## config.mk

```make
export PLATFORM = sky130hd
export DESIGN_NAME = avalon_memwr_bridge_flat
export DESIGN_NICKNAME = d
export VERILOG_FILES = /design/src/rtl/avalon_memwr_bridge_pkg.sv /design/src/rtl/avalon_memwr_bridge_if.sv /design/src/rtl/avalon_memwr_bridge_cmd_fifo.sv /design/src/rtl/avalon_memwr_bridge.sv /design/src/flat_wrapper.sv
export SDC_FILE = /design/constraint.sdc
export NUM_CORES = 1
export LEC_CHECK = 0
export CORE_MARGIN = 1.5
export CORE_UTILIZATION = 54
export CTS_CLUSTER_DIAMETER = 100
export CTS_CLUSTER_SIZE = 10
export DETAILED_ROUTE_END_ITERATION = 10
export PLACE_DENSITY = 0.84
export SLEW_MARGIN = 20
export SYNTH_ARGS = -nofsm -noshare
export SYNTH_HDL_FRONTEND = slang
export SYNTH_SLANG_ARGS = --single-unit
export TNS_END_PERCENT = 30
```

## constraint.sdc

```tcl
create_clock -name clk -period 3.66 [get_ports clk]
set_clock_uncertainty 0.1 [all_clocks]
set_input_delay 0.366 -clock clk [delete_from_list [all_inputs] [get_ports clk]]
set_output_delay 0.366 -clock clk [all_outputs]
set_load 0.01 [all_outputs]
```

## src/rtl/avalon_memwr_bridge_pkg.sv

```systemverilog
// avalon_memwr_bridge_pkg: shared FSM states, Avalon bus widths and lane helper
package avalon_memwr_bridge_pkg;
    localparam int AV_ADDR_NBIT = 24;
    localparam int AV_DATA_NBIT = 32;
    localparam int AV_BE_NBIT = 4;
    localparam int OUT_NBIT = 4;

    typedef enum logic [1:0] {ST_INIT, ST_IDLE, ST_ISSUE} state_t;

    // Byte lanes above the inbound data width are tied inactive (1 on an active-low bus)
    function automatic logic [AV_BE_NBIT-1:0] pad_lanes(input int nbytes);
        return 4'(4'hF << nbytes);
    endfunction
endpackage

```

## src/rtl/avalon_memwr_bridge_if.sv

```systemverilog
// avalon_memwr_bridge_if: inbound request port and Avalon-MM master port bundled together
interface avalon_memwr_bridge_if
    import avalon_memwr_bridge_pkg::*;
#(
    parameter int P_DATA_NBIT = 32,
    parameter int P_ADDR_NBIT = 24
);
    logic [P_ADDR_NBIT-1:0]   inb_address;
    logic                     inb_write;
    logic [P_DATA_NBIT-1:0]   inb_wdata;
    logic [P_DATA_NBIT/8-1:0] inb_byteen;
    logic                     inb_read;
    logic                     inb_ready;
    logic [P_DATA_NBIT-1:0]   inb_rdata;
    logic                     inb_datavalid;
    logic                     inb_initdone;
    logic                     inb_cmd_err;
    logic [AV_ADDR_NBIT-1:0]  avalon_address;
    logic [AV_BE_NBIT-1:0]    avalon_byteenable_n;
    logic                     avalon_chipselect;
    logic [AV_DATA_NBIT-1:0]  avalon_writedata;
    logic                     avalon_read_n;
    logic                     avalon_write_n;
    logic [AV_DATA_NBIT-1:0]  avalon_readdata;
    logic                     avalon_readdatavalid;
    logic                     avalon_waitrequest;

    modport master (
        input  inb_address, inb_write, inb_wdata, inb_byteen, inb_read,
        input  avalon_readdata, avalon_readdatavalid, avalon_waitrequest,
        output inb_ready, inb_rdata, inb_datavalid, inb_initdone, inb_cmd_err,
        output avalon_address, avalon_byteenable_n, avalon_chipselect,
        output avalon_writedata, avalon_read_n, avalon_write_n
    );

    modport slave (
        output inb_address, inb_write, inb_wdata, inb_byteen, inb_read,
        output avalon_readdata, avalon_readdatavalid, avalon_waitrequest,
        input  inb_ready, inb_rdata, inb_datavalid, inb_initdone, inb_cmd_err,
        input  avalon_address, avalon_byteenable_n, avalon_chipselect,
        input  avalon_writedata, avalon_read_n, avalon_write_n
    );
endinterface

```

## src/rtl/avalon_memwr_bridge_cmd_fifo.sv

```systemverilog
// avalon_memwr_bridge_cmd_fifo: synchronous command FIFO; head shows the oldest entry
module avalon_memwr_bridge_cmd_fifo #(
    parameter int W = 8,
    parameter int DEPTH = 4
) (
    input  logic         clk,
    input  logic         rst,
    input  logic         push,
    input  logic         pop,
    input  logic [W-1:0] din,
    output logic         full,
    output logic         empty,
    output logic [W-1:0] head
);
    localparam int AW = $clog2(DEPTH);

    logic [W-1:0]  mem [DEPTH];
    logic [AW-1:0] wp, rp;
    logic [AW:0]   cnt;

    assign full = cnt == (AW+1)'(DEPTH);
    assign empty = cnt == '0;
    assign head = mem[rp];

    always_ff @(posedge clk) begin
        if (rst) begin
            wp <= '0;
            rp <= '0;
            cnt <= '0;
        end else begin
            if (push) wp <= wp + AW'(1);
            if (pop) rp <= rp + AW'(1);
            cnt <= cnt + (AW+1)'(push) - (AW+1)'(pop);
        end
    end

    always_ff @(posedge clk)
        if (push) mem[wp] <= din;
endmodule

```

## src/rtl/avalon_memwr_bridge.sv

```systemverilog
// avalon_memwr_bridge: queued, waitrequest-aware bridge from inbound requests to an Avalon-MM master
module avalon_memwr_bridge
    import avalon_memwr_bridge_pkg::*;
#(
    parameter int P_DATA_NBIT = 32,
    parameter int P_ADDR_NBIT = 24,
    parameter int P_FIFO_DEPTH = 4,
    parameter int P_MAX_RD = 4
) (
    input logic clk,
    input logic rst,
    avalon_memwr_bridge_if.master bus
);
    localparam int BN = P_DATA_NBIT / 8;
    localparam int W = 1 + P_ADDR_NBIT + BN + P_DATA_NBIT;
    localparam logic [AV_BE_NBIT-1:0] PAD = pad_lanes(BN);

    state_t                 state, state_n;
    logic                   full, empty, push, pop, accept, acc_rd, dec, elig, initdone;
    logic [W-1:0]           head;
    logic                   h_wr;
    logic [P_ADDR_NBIT-1:0] h_addr;
    logic [BN-1:0]          h_be;
    logic [P_DATA_NBIT-1:0] h_data;
    logic [OUT_NBIT-1:0]    outst;

    assign {h_wr, h_addr, h_be, h_data} = head;
    assign bus.inb_ready = initdone & ~full;
    assign bus.inb_initdone = initdone;
    assign push = bus.inb_ready & (bus.inb_write | bus.inb_read);
    assign accept = state == ST_ISSUE && !bus.avalon_waitrequest;
    assign acc_rd = accept & ~bus.avalon_read_n;
    assign dec = bus.avalon_readdatavalid & (outst != '0);
    // A read being accepted this cycle already occupies a slot for the next head
    assign elig = ~empty & (h_wr | ({1'b0, outst} + (OUT_NBIT+1)'(acc_rd) < (OUT_NBIT+1)'(P_MAX_RD)));

    avalon_memwr_bridge_cmd_fifo #(.W(W), .DEPTH(P_FIFO_DEPTH)) u_fifo (
        .clk(clk),
        .rst(rst),
        .push(push),
        .pop(pop),
        .din({bus.inb_write, bus.inb_address, bus.inb_byteen, bus.inb_wdata}),
        .full(full),
        .empty(empty),
        .head(head)
    );

    always_ff @(posedge clk)
        state <= rst ? ST_INIT : state_n;

    always_comb begin
        state_n = state;
        pop = 1'b0;
        case (state)
            ST_INIT: state_n = bus.avalon_waitrequest ? ST_INIT : ST_IDLE;
            ST_IDLE: begin
                pop = elig;
                state_n = elig ? ST_ISSUE : ST_IDLE;
            end
            ST_ISSUE: begin
                pop = accept & elig;
                state_n = accept & ~elig ? ST_IDLE : ST_ISSUE;
            end
            default: state_n = ST_INIT;
        endcase
    end

    always_ff @(posedge clk) begin
        if (rst) begin
            bus.avalon_chipselect <= 1'b0;
            bus.avalon_read_n <= 1'b1;
            bus.avalon_write_n <= 1'b1;
            bus.avalon_byteenable_n <= 4'hF;
            bus.avalon_address <= '0;
            bus.avalon_writedata <= '0;
        end else if (pop) begin
            bus.avalon_chipselect <= 1'b1;
            bus.avalon_read_n <= h_wr;
            bus.avalon_write_n <= ~h_wr;
            bus.avalon_byteenable_n <= PAD | (h_wr ? ~4'(h_be) : 4'h0);
            bus.avalon_address <= AV_ADDR_NBIT'(h_addr);
            bus.avalon_writedata <= AV_DATA_NBIT'(h_data);
        end else if (accept) begin
            bus.avalon_chipselect <= 1'b0;
            bus.avalon_read_n <= 1'b1;
            bus.avalon_write_n <= 1'b1;
        end
    end

    always_ff @(posedge clk) begin
        if (rst) begin
            initdone <= 1'b0;
            outst <= '0;
            bus.inb_cmd_err <= 1'b0;
            bus.inb_datavalid <= 1'b0;
            bus.inb_rdata <= '0;
        end else begin
            initdone <= initdone | (state == ST_INIT && !bus.avalon_waitrequest);
            outst <= outst + OUT_NBIT'(acc_rd) - OUT_NBIT'(dec);
            bus.inb_cmd_err <= push & bus.inb_write & bus.inb_read;
            bus.inb_datavalid <= dec;
            if (dec) bus.inb_rdata <= bus.avalon_readdata[P_DATA_NBIT-1:0];
        end
    end
endmodule

```

## src/flat_wrapper.sv

```systemverilog
// flat-port wrapper written by rule: the top's interface ports become plain ports
module avalon_memwr_bridge_flat import avalon_memwr_bridge_pkg::*;
#(
    parameter int P_DATA_NBIT = 32,
    parameter int P_ADDR_NBIT = 24,
    parameter int P_FIFO_DEPTH = 4,
    parameter int P_MAX_RD = 4
)
  (clk, rst, bus_inb_address, bus_inb_write, bus_inb_wdata, bus_inb_byteen, bus_inb_read, bus_avalon_readdata, bus_avalon_readdatavalid, bus_avalon_waitrequest, bus_inb_ready, bus_inb_rdata, bus_inb_datavalid, bus_inb_initdone, bus_inb_cmd_err, bus_avalon_address, bus_avalon_byteenable_n, bus_avalon_chipselect, bus_avalon_writedata, bus_avalon_read_n, bus_avalon_write_n);
  avalon_memwr_bridge_if #(.P_DATA_NBIT(P_DATA_NBIT), .P_ADDR_NBIT(P_ADDR_NBIT)) bus_i ();
  input logic clk;
  input logic rst;
  input wire logic [$bits(bus_i.inb_address)-1:0] bus_inb_address;
  input wire logic [$bits(bus_i.inb_write)-1:0] bus_inb_write;
  input wire logic [$bits(bus_i.inb_wdata)-1:0] bus_inb_wdata;
  input wire logic [$bits(bus_i.inb_byteen)-1:0] bus_inb_byteen;
  input wire logic [$bits(bus_i.inb_read)-1:0] bus_inb_read;
  input wire logic [$bits(bus_i.avalon_readdata)-1:0] bus_avalon_readdata;
  input wire logic [$bits(bus_i.avalon_readdatavalid)-1:0] bus_avalon_readdatavalid;
  input wire logic [$bits(bus_i.avalon_waitrequest)-1:0] bus_avalon_waitrequest;
  output wire logic [$bits(bus_i.inb_ready)-1:0] bus_inb_ready;
  output wire logic [$bits(bus_i.inb_rdata)-1:0] bus_inb_rdata;
  output wire logic [$bits(bus_i.inb_datavalid)-1:0] bus_inb_datavalid;
  output wire logic [$bits(bus_i.inb_initdone)-1:0] bus_inb_initdone;
  output wire logic [$bits(bus_i.inb_cmd_err)-1:0] bus_inb_cmd_err;
  output wire logic [$bits(bus_i.avalon_address)-1:0] bus_avalon_address;
  output wire logic [$bits(bus_i.avalon_byteenable_n)-1:0] bus_avalon_byteenable_n;
  output wire logic [$bits(bus_i.avalon_chipselect)-1:0] bus_avalon_chipselect;
  output wire logic [$bits(bus_i.avalon_writedata)-1:0] bus_avalon_writedata;
  output wire logic [$bits(bus_i.avalon_read_n)-1:0] bus_avalon_read_n;
  output wire logic [$bits(bus_i.avalon_write_n)-1:0] bus_avalon_write_n;
  assign bus_i.inb_address = bus_inb_address;
  assign bus_i.inb_write = bus_inb_write;
  assign bus_i.inb_wdata = bus_inb_wdata;
  assign bus_i.inb_byteen = bus_inb_byteen;
  assign bus_i.inb_read = bus_inb_read;
  assign bus_i.avalon_readdata = bus_avalon_readdata;
  assign bus_i.avalon_readdatavalid = bus_avalon_readdatavalid;
  assign bus_i.avalon_waitrequest = bus_avalon_waitrequest;
  assign bus_inb_ready = bus_i.inb_ready;
  assign bus_inb_rdata = bus_i.inb_rdata;
  assign bus_inb_datavalid = bus_i.inb_datavalid;
  assign bus_inb_initdone = bus_i.inb_initdone;
  assign bus_inb_cmd_err = bus_i.inb_cmd_err;
  assign bus_avalon_address = bus_i.avalon_address;
  assign bus_avalon_byteenable_n = bus_i.avalon_byteenable_n;
  assign bus_avalon_chipselect = bus_i.avalon_chipselect;
  assign bus_avalon_writedata = bus_i.avalon_writedata;
  assign bus_avalon_read_n = bus_i.avalon_read_n;
  assign bus_avalon_write_n = bus_i.avalon_write_n;
  avalon_memwr_bridge #(.P_DATA_NBIT(P_DATA_NBIT), .P_ADDR_NBIT(P_ADDR_NBIT), .P_FIFO_DEPTH(P_FIFO_DEPTH), .P_MAX_RD(P_MAX_RD)) u_core (.clk(clk), .rst(rst), .bus(bus_i));
endmodule
```

=== After elaboration in Yosys (flattened, before gate mapping) ===
Memory sizes are Yosys's and may differ from the RTL's. A register that Yosys moved wholly into a read port is not among the register bits.
Index checks and enable logic that the tools add are counted.

* Register bits after elaboration: 111
* RAM bits: 244
* Input bits: 98
* Word-level logic and storage cells: 67
* Memories kept: 1

* Add/subtract/negate cells: 7
* $lt $le $gt $ge: 1
* Equality and inequality tests: 3
* Multiplexer cells: 15
* Bitwise gates (word level): 18
* Reduce and logical (&&, ||, !) cells: 7

{| class="wikitable"
|+ Memories
! memory !! depth !! bits a word !! rd ports !! clocked after memory_dff !! wr ports !! RTL line !! source
|-
| u_core.u_fifo.mem || 4 || 61 || 1 || 1 || 1 || avalon_memwr_bridge_cmd_fifo.sv:17 || <nowiki>logic [W-1:0] mem [DEPTH];</nowiki>
|}

{| class="wikitable"
|+ Operator list
! kind !! number
|-
| 1-bit bitwise AND || 9
|-
| 1-bit 2-to-1 mux || 8
|-
| 2-bit 2-to-1 mux || 4
|-
| 2-bit case mux with 3 select lines || 1
|-
| 4-bit by 1-bit adder with 5-bit output || 1
|-
| 5-bit by 3-bit < comparator with 1-bit output, second input constant || 1
|-
| 1-bit inverter || 5
|-
| 2-bit by 1-bit adder with 2-bit output, second input constant || 2
|-
| 4-bit by 1-bit adder with 4-bit output || 1
|-
| 4-bit 2-to-1 mux || 1
|-
| 4-bit inverter || 1
|-
| 4-bit nonzero test || 1
|-
| 4-bit by 1-bit subtractor with 4-bit output || 1
|-
| 3-bit by 1-bit adder with 3-bit output || 1
|-
| 3-bit == test, second input constant || 1
|-
| 3-bit logical NOT || 1
|-
| 1-bit OR || 3
|-
| 3-bit by 1-bit subtractor with 3-bit output || 1
|-
| 2-bit by 1-bit == test with 1-bit output, second input constant || 1
|-
| 2-bit == test, second input constant || 1
|-
| 1-bit logical AND || 2
|-
| 2-bit logical NOT || 1
|-
| 1-bit case mux with 2 select lines || 1
|-
| 2-bit nonzero test || 1
|-
| 1-bit logical NOT || 1
|}

=== Depth between registers and ports, before layout ===
Gate-level depths: netlist of the first run.

* Word-level depth: 11
* Gate-level depth with buffers: 14
* Depth with buffers taken out: 13

=== Hierarchy ===
A second synthesis of the first run with hierarchy kept.

* Cells, all modules: 844
* Area, all modules: 13536.7 um^2

{| class="wikitable"
|+ By module, submodules not included
! module !! times used !! cells an instance !! area each (um^2) !! seq. area each (um^2)
|-
| avalon_memwr_bridge_cmd_fifo || 1 || 361 || 9308.9 || 7507.2
|-
| avalon_memwr_bridge || 1 || 483 || 4227.8 || 2082.0
|}

=== Worst setup path after synthesis of the first run ===
OpenSTA, ideal clock, no wires.

* Kind: reg-to-reg
* From: register u_core.u_fifo.cnt[1]
* To: memory u_core.u_fifo.mem[1][0] (netlist name) (enable)
* Data arrival time: 2.403 ns
* Data required time: 3.135 ns
* Slack: 0.732 ns
* Stages on the path, launching flop included: 4
* Path buffers: 0
* Clock period less this slack: 2.928 ns
* Cell sequence: dfxtp_1 o31ai_1 nor2_1 and2_1

* Word-level cells in the longest chain between the ends: 6

{| class="wikitable"
|+ Ends and longest elaborated chain
! what !! RTL line !! source
|-
| start: declaration || avalon_memwr_bridge_cmd_fifo.sv:19 || <nowiki>logic [AW:0] cnt;</nowiki>
|-
| start signal: assignment || avalon_memwr_bridge_cmd_fifo.sv:33 || <nowiki>cnt <= cnt + (AW+1)'(push) - (AW+1)'(pop);</nowiki>
|-
| 3-bit == test || avalon_memwr_bridge_cmd_fifo.sv:21 || <nowiki>assign full = cnt == (AW+1)'(DEPTH);</nowiki>
|-
| 1-bit inverter || avalon_memwr_bridge.sv:28 || <nowiki>assign bus.inb_ready = initdone & ~full;</nowiki>
|-
| 1-bit bitwise AND || avalon_memwr_bridge.sv:28 ||
|-
| 1-bit bitwise AND || avalon_memwr_bridge.sv:30 || <nowiki>assign push = bus.inb_ready & (bus.inb_write | bus.inb_read);</nowiki>
|-
| 1-bit 2-to-1 mux || avalon_memwr_bridge_cmd_fifo.sv:38 || <nowiki>if (push) mem[wp] <= din;</nowiki>
|-
| 1-bit 2-to-1 mux (implied by the code) || avalon_memwr_bridge_cmd_fifo.sv:38 ||
|-
| end: declaration || avalon_memwr_bridge_cmd_fifo.sv:17 ||
|}

Every way passes these cells.

==> impl_results.md, run 1 <==
* Port buffer count at just under 200
* Tmin final at slightly below 3 ns
* CTS tree: built
* Final Max Slew Viols at 0
* CP cell instances: inv_1, ha_1, and4bb_1, nor4b_4, o211a_1, o211ai_4, buf_4, mux2_2
* Hold bufs inserted after CTS at 0
* Layout cells sized above 1 at between 10% and 20%
* Status: complete, no violations
* ANT nets after route at 0
* Final hold violation count at 0
* Postcts setup bufs at 0
* Area Growth Syn to Fin at 25.9%
* Yosys top cell by area: edfxtp_1
* WHS at roughly 0.20 ns
* LEAKAGE at 6.09 nW
* Most frequent cell after synthesis: edfxtp_1
* Vias in the first global route at 7911
* DRT Wirelength at about 28 mm
* Yosys top cell area share at about 53%
* First-pass GRT wire length at 43.2 mm
* Crit-path max FO at 49
* Clock tree buffer depth at 3
* CTS buffer count at 41
* Fin nets at 1173
* Cells after Synth at between 800 and 900
* Ys Warns at 0
* Iteration count of the initial detailed-routing pass at 6
* Worst-Skew Late Latency at 0.51 ns
* Kind of critical path: flip-flop to flip-flop
* Die W at about 160 um
* Synth Flop Type: edfxtp_1
* Tot Pwr at around 10 mW
* Setup TNS at 0 ns
* Number of placement rows at between 50 and 60
* Power Density at around 560 nW/um^2
* Final setup fails at 0
* Largest net degree at the start of global routing at 76
* Residual DRC at 0
* Data arrival, critical path at between 3 and 4 ns
* Startpoint types: flip-flop
* Core box area at 25000 sq um
* Number of H-tree levels at 2
* Clock slew at reported path FFs at roughly 0.060 ns
* Grt total ovfl at 0
* Crit path buffers/inverters at 2
* Dpl hpwl at about 17 mm
* Post-synthesis sequential area ratio at roughly 70%
* Max-slew headroom at between 30% and 40%
* CP Capture Type: flip-flop
* Root Driver: clkbuf_16
* CP Data Required Time at just under 4 ns
* Slowest-stage cell, CP: buf_4
* Max cap viols at 0
* RSZ-0062 raised after global routing: false
* Max Freq at about 0.34 GHz
* CP max stage delay at approximately 0.75 ns
* Synth Cell Area at ~14000 sq um
* Die Area at between 20000 and 30000 sq um
* Vias per cell at around 5.4
* Async S/R FF share, synth at 0%
* DR iter-0 viols at about 600
* Post-synth cell types at 40
* Peak supply drop at approximately 400 uV
* # resized after CTS at 0
* CTS sink cnt at between 300 and 400
* Number of synthesized flops with an enable pin at between 200 and 250
* Synth Area per Inst at approximately 16 sq um
* GRT Util Overall at a little over a fifth
* Final period utilization at between 80 and 90%
* Synth top cells by count: edfxtp_1 (244), nand2b_1 (114), dfxtp_1 (113)
* Wire length per cell at roughly 20 um
* Register bit total from synthesis at 357
* Worst slew pin tran at just over 0.9 ns
* Initial core utilization at 54.8%
* Top cells by area, synth: edfxtp_1 (53%), dfxtp_1 (16%), mux4_2 (9.8%), nand2b_1 (5.2%), mux2i_1 (4.3%)
* Crit path max-delay family: buffers and inverters
* Ports at a little under 200
* Via count at 7670
* Syn Nets at between 900 and 1000
* Hold crit path type: primary input to flip-flop
* GPL Wtd Cong at about 0.76
* Die Ht at roughly 160 um
* Initial antenna violation count at 1
## power breakdown
group          internal, mW  switching [mW]  leakage (nW)
registers              4.60           0.128          3.13
clock network          2.19            1.48         0.574
logic                 0.669           0.696          2.39
total                  7.45            2.30          6.09
## final timing paths
check,from,end,slack [ns],depth (start not counted)
setup / recovery,u_core.state[0]$_SDFF_PP0_,flip-flop,0.73,8
hold / removal,rst,u_core.u_fifo.wp[0]$_SDFFE_PP0P_,0.20,2
setup reg to reg,u_core.state[0]$_SDFF_PP0_,flip-flop,0.73,8
hold reg to reg,u_core.bus.inb_rdata[16]$_SDFFE_PP0P_,u_core.bus.inb_rdata[16]$_SDFFE_PP0P_,0.35,2
## sequential cells by signal (all words and copies together), names as in the netlist, 2 cells and up, named ones only
register,count
u_core.u_fifo.mem,244
u_core.u_fifo.wp,2
u_core.u_fifo.rp,2
u_core.bus.inb_rdata,32
u_core.bus.avalon_writedata,32
u_core.bus.avalon_address,24
u_core.state,2
u_core.u_fifo.cnt,3
u_core.bus.avalon_byteenable_n,4
u_core.outst,4
## logic make-up (layout without fill, tap and decap cells)
family	after synthesis	after routing	share of synthesized area (%)
compound gates	55	55	2.42
xor+xnor	6	6	0.383
fa+ha+maj	18	18	1.75
buf+inv	64	304	2.14
flops	357	357	69.9
mux	124	124	14.6
other cells	0	1	0
simple gates	225	225	8.86
## worst reg2reg max path, stage by stage, from the launching register on
cell and delay [ns]:
dfxtp_1 0.36, inv_1 0.07, ha_1 0.23, and4bb_1 0.25, nor4b_4 0.15, o211a_1 0.28, o211ai_4 0.22, buf_4 0.75
mux2_2 0.42
## stage by stage
step	instance area [sq um]	utilization (%)	std cells	worst slack [ns]
2_1_floorplan	13700	-	849	0.732
3_3_place_gp	16100	64.2	1344	0.476
3_5_place_dp	16100	64.2	1344	0.434
4_1_cts	17300	69.0	1419	0.702
5_1_grt	17300	69.0	1420	0.528
6_report	17300	69.0	1420	0.731
## per-layer routing
metal / GRT usage [%] / up-vias / wire (um)
met5: 0 / - / 0
met4: 6.46 / 0 / 599
met3: 4.71 / 42 / 1970
met2: 35.7 / 276 / 13500
met1: 28.2 / 3809 / 11500
li1: - / 3543 / -
## cell type report
type,instances,area (sq um)
Antenna cell,1,2.50
Clock buffer,73,1190
Clock inverter,2,13.8
Fill cell,1635,7750
Inverter,17,63.8
Multi-Input combinational cell,428,3860
Sequential cell,357,9600
Tap cell,330,413
Timing Repair Buffer,212,2150
## cell usage in the layout (no fill, tap or decap), drive strengths merged, types with 4 or more instances in the layout
cell type	count
xnor2	5
nor4b	5
a21oi	37
nor3	5
dfxtp	113
and2	4
nand2b	114
mux2	5
clkbuf	73
buf	17
ha	16
nand2	70
edfxtp	244
clkdlybuf4s50	195
nor2b	6
mux4	60
a211o	4
mux2i	59
nor2	17
inv	18
No activity file was read; power rests on OpenSTA's default activity.
==> run 2: changes to the inputs <==
==> constraint.sdc (replaced) <==
create_clock -name clk -period 2.7 [get_ports clk]
set_clock_uncertainty 0.1 [all_clocks]
set_input_delay 0.27 -clock clk [delete_from_list [all_inputs] [get_ports clk]]
set_output_delay 0.27 -clock clk [all_outputs]
set_load 0.01 [all_outputs]
==> run 2 against run 1 <==
  * Wire length shrank 2.6%
  * First-iteration DRC count shrank 25%
  * Global-route usage fell by 0.61 points
  * Power up 35%
  * Final cell count up 0.85%
  * Cell area grew 1.2%
  * Via count decreased by 0.72%
  * Sequential cell count unchanged
  * Largest cell class unchanged
==> impl_results.md, run 2 (synthesis gave the netlist of run 1 again) <==
* Status: complete, no violations
* CP Capture Type: flip-flop
* Largest registers: u_core.u_fifo.mem x244, u_core.bus.avalon_writedata x32, u_core.bus.inb_rdata x32
* Setup slack, reg-to-reg at about 0.025 ns
* CTS sink cnt at 357
* Vias in the first global route at between 8000 and 9000
* Crit path max-delay family: adder cells
* CTS buffer count at 41
* Area Growth Syn to Fin at 27.4%
* Vias per cell at between 5 and 6
* CP max stage delay at approximately 0.34 ns
* Worst slew pin tran at around 0.62 ns
* Port buffer count at 196
* Grt met1 use at between 20% and 30%
* DR iter-0 viols at approximately 450
* Layout cells sized above 1 at around 15%
* Iteration count of the initial detailed-routing pass at 5
* Die Ht at approximately 160 um
* Max cap viols at 0
* Worst path depth at 13
* Final hold violation count at 0
* Number of placement rows at 58
* Die Area at between 20000 and 30000 sq um
* RSZ-0062 raised after global routing: true
* Via count at 7615
* Cell-internal power at 10.1 mW
* Commonest cells after routing, fill and taps aside: edfxtp_1 (244), clkdlybuf4s50_1 (195), nand2b_1 (114)
* GRT Util Overall at about a fifth
* Fin cells at between 1000 and 1500
* Final WS setup at ~0.025 ns
* Grt total ovfl at 0
* Clock tree buffer depth at 3
* Commonest non-fill, non-tap cell in the layout: edfxtp_1
* Wire length per cell at approximately 19 um
* Reg power frac at roughly half
* DRT Wirelength at 26.9 mm
* Placed cells at between 1000 and 1500
* Die W at between 150 and 200 um
* GPL Wtd Cong at between 0.7 and 0.8
* Pre-CTS setup slack at -0.278 ns
* Largest net degree at the start of global routing at 69
* Max-slew headroom at about three fifths
* Final period utilization at between 90% and 100%
* Max FFs per register at 244
* Clock Power Share at 36.8%
* CP Data Required Time at 2.97 ns
* Clock slew at reported path FFs at about 0.050 ns
* Kind of critical path: flip-flop to flip-flop
* WHS at 0.157 ns
* Peak supply drop at around 600 uV
* CTS tree: built
* First-pass GRT wire length at between 40 and 50 mm
* Final setup fails at 0
* Residual DRC at 0
* Power Density at ~750 nW/um^2
* Startpoint types: flip-flop
* Biggest register: u_core.u_fifo.mem
* Initial core utilization at roughly 55%
* Routing usage on met3 at between 4 and 5%
* Cell area after layout at 17500 sq um
* Critical Path End: u_core.u_fifo.cnt[2]$_SDFF_PP0_
* Tot Pwr at between 10 and 15 mW
* Reg2Reg Capture Point: u_core.u_fifo.cnt[2]$_SDFF_PP0_
* Ant diodes at 0
* CP cell instances: inv_2, ha_4, and4bb_2, nor4b_4, o211a_1, o211ai_4, xnor2_2, ha_2, inv_2, fa_2, xnor2_2, xnor2_1, nor2_1
* Switching power at approximately 3.1 mW
* Worst-Skew Late Latency at a little over 0.5 ns
* Worst Setup SP: u_core.state[0]$_SDFF_PP0_
* FF-to-FF path depth at 13
* Crit path buffers/inverters at 2
* Gate power share at between 10 and 15%
* # fillers at around 1600
* DP Area at 16300 sq um
* Final Max Slew Viols at 0
* Crit-path max FO at 4
* Number of H-tree levels at 2
* Switch share at 23.5%
* Root Driver: clkbuf_16
* Data arrival, critical path at between 2 and 3 ns
* Tmin final at 2.68 ns
* Max Freq at between 0.3 and 0.4 GHz
* Global Route met2 Usage at 36.7%
* Worst R2R Start: u_core.state[0]$_SDFF_PP0_
* Hold crit path type: primary input to flip-flop
* Dpl hpwl at between 15 and 20 mm
* GRT busiest layer: met2
* ANT nets after route at 0
* Initial antenna violation count at 1
* Ports at about 200
* Slowest-stage cell, CP: fa_2
* Core box area at around 25000 sq um
* Fin nets at 1189
* LEAKAGE at approximately 6.2 nW
## run 2: how the worst min path moves through the flow
stage	depth (start not counted)	start	end
final	2	rst	u_core.outst[1]$_SDFF_PP0_
after detailed placement	2	u_core.bus.inb_rdata[18]$_SDFFE_PP0P_	u_core.bus.inb_rdata[18]$_SDFFE_PP0P_
after global placement	2	u_core.bus.inb_rdata[15]$_SDFFE_PP0P_	u_core.bus.inb_rdata[15]$_SDFFE_PP0P_
after global routing	2	rst	u_core.outst[1]$_SDFF_PP0_
after floorplan	0	bus_inb_wdata[0]	u_core.u_fifo.mem[0][0]$_DFFE_PP_
after CTS	2	rst	u_core.outst[1]$_SDFF_PP0_
## run 2: area by class of cell
class	count	area [sq um]	share of cell area (%)
inverter	17	63.8	0.365
clock buffer	70	1160	6.61
sequential	357	9600	54.9
timing repair buffer	228	2340	13.4
multi-input combinational	428	3890	22.3
clock inverter	2	21.3	0.122
tap	330	413	2.36
## run 2: power groups by stage
stage / combinational (mW) / clock, mW / sequential (mW)
after floorplan: 1.05 / 0 / 6.55
after detailed placement: 1.92 / 0 / 6.51
final: 1.93 / 4.85 / 6.41
after global placement: 1.88 / 0 / 6.49
after global routing: 2.13 / 5.20 / 6.44
after CTS: 1.95 / 4.96 / 6.41
## run 2: stage by stage
stage | util [%] | TNS, ns
finish | 69.8 | 0
global route | 69.8 | -0.120
CTS | 69.8 | -0.00931
global placement | 64.9 | -0.316
detailed placement | 64.9 | -0.503
floorplan | - | -27.89
## run 2: routing by layer
layer / wire length (um) / part of all wire [%]
met3: 1660 / 6.2
met2: 13600 / 51
met1: 11100 / 41
met4: 572 / 2.1
met5: 13 / 0.048
## run 2: what timing repair did
action / 4_1_cts / 5_1_grt
gates resized for setup: 12 / 0
pin swaps: 7 / 7
hold buffers: 0 / 0
endpoints found under the setup margin: 1 / 1
buffers inserted: 1 / 1
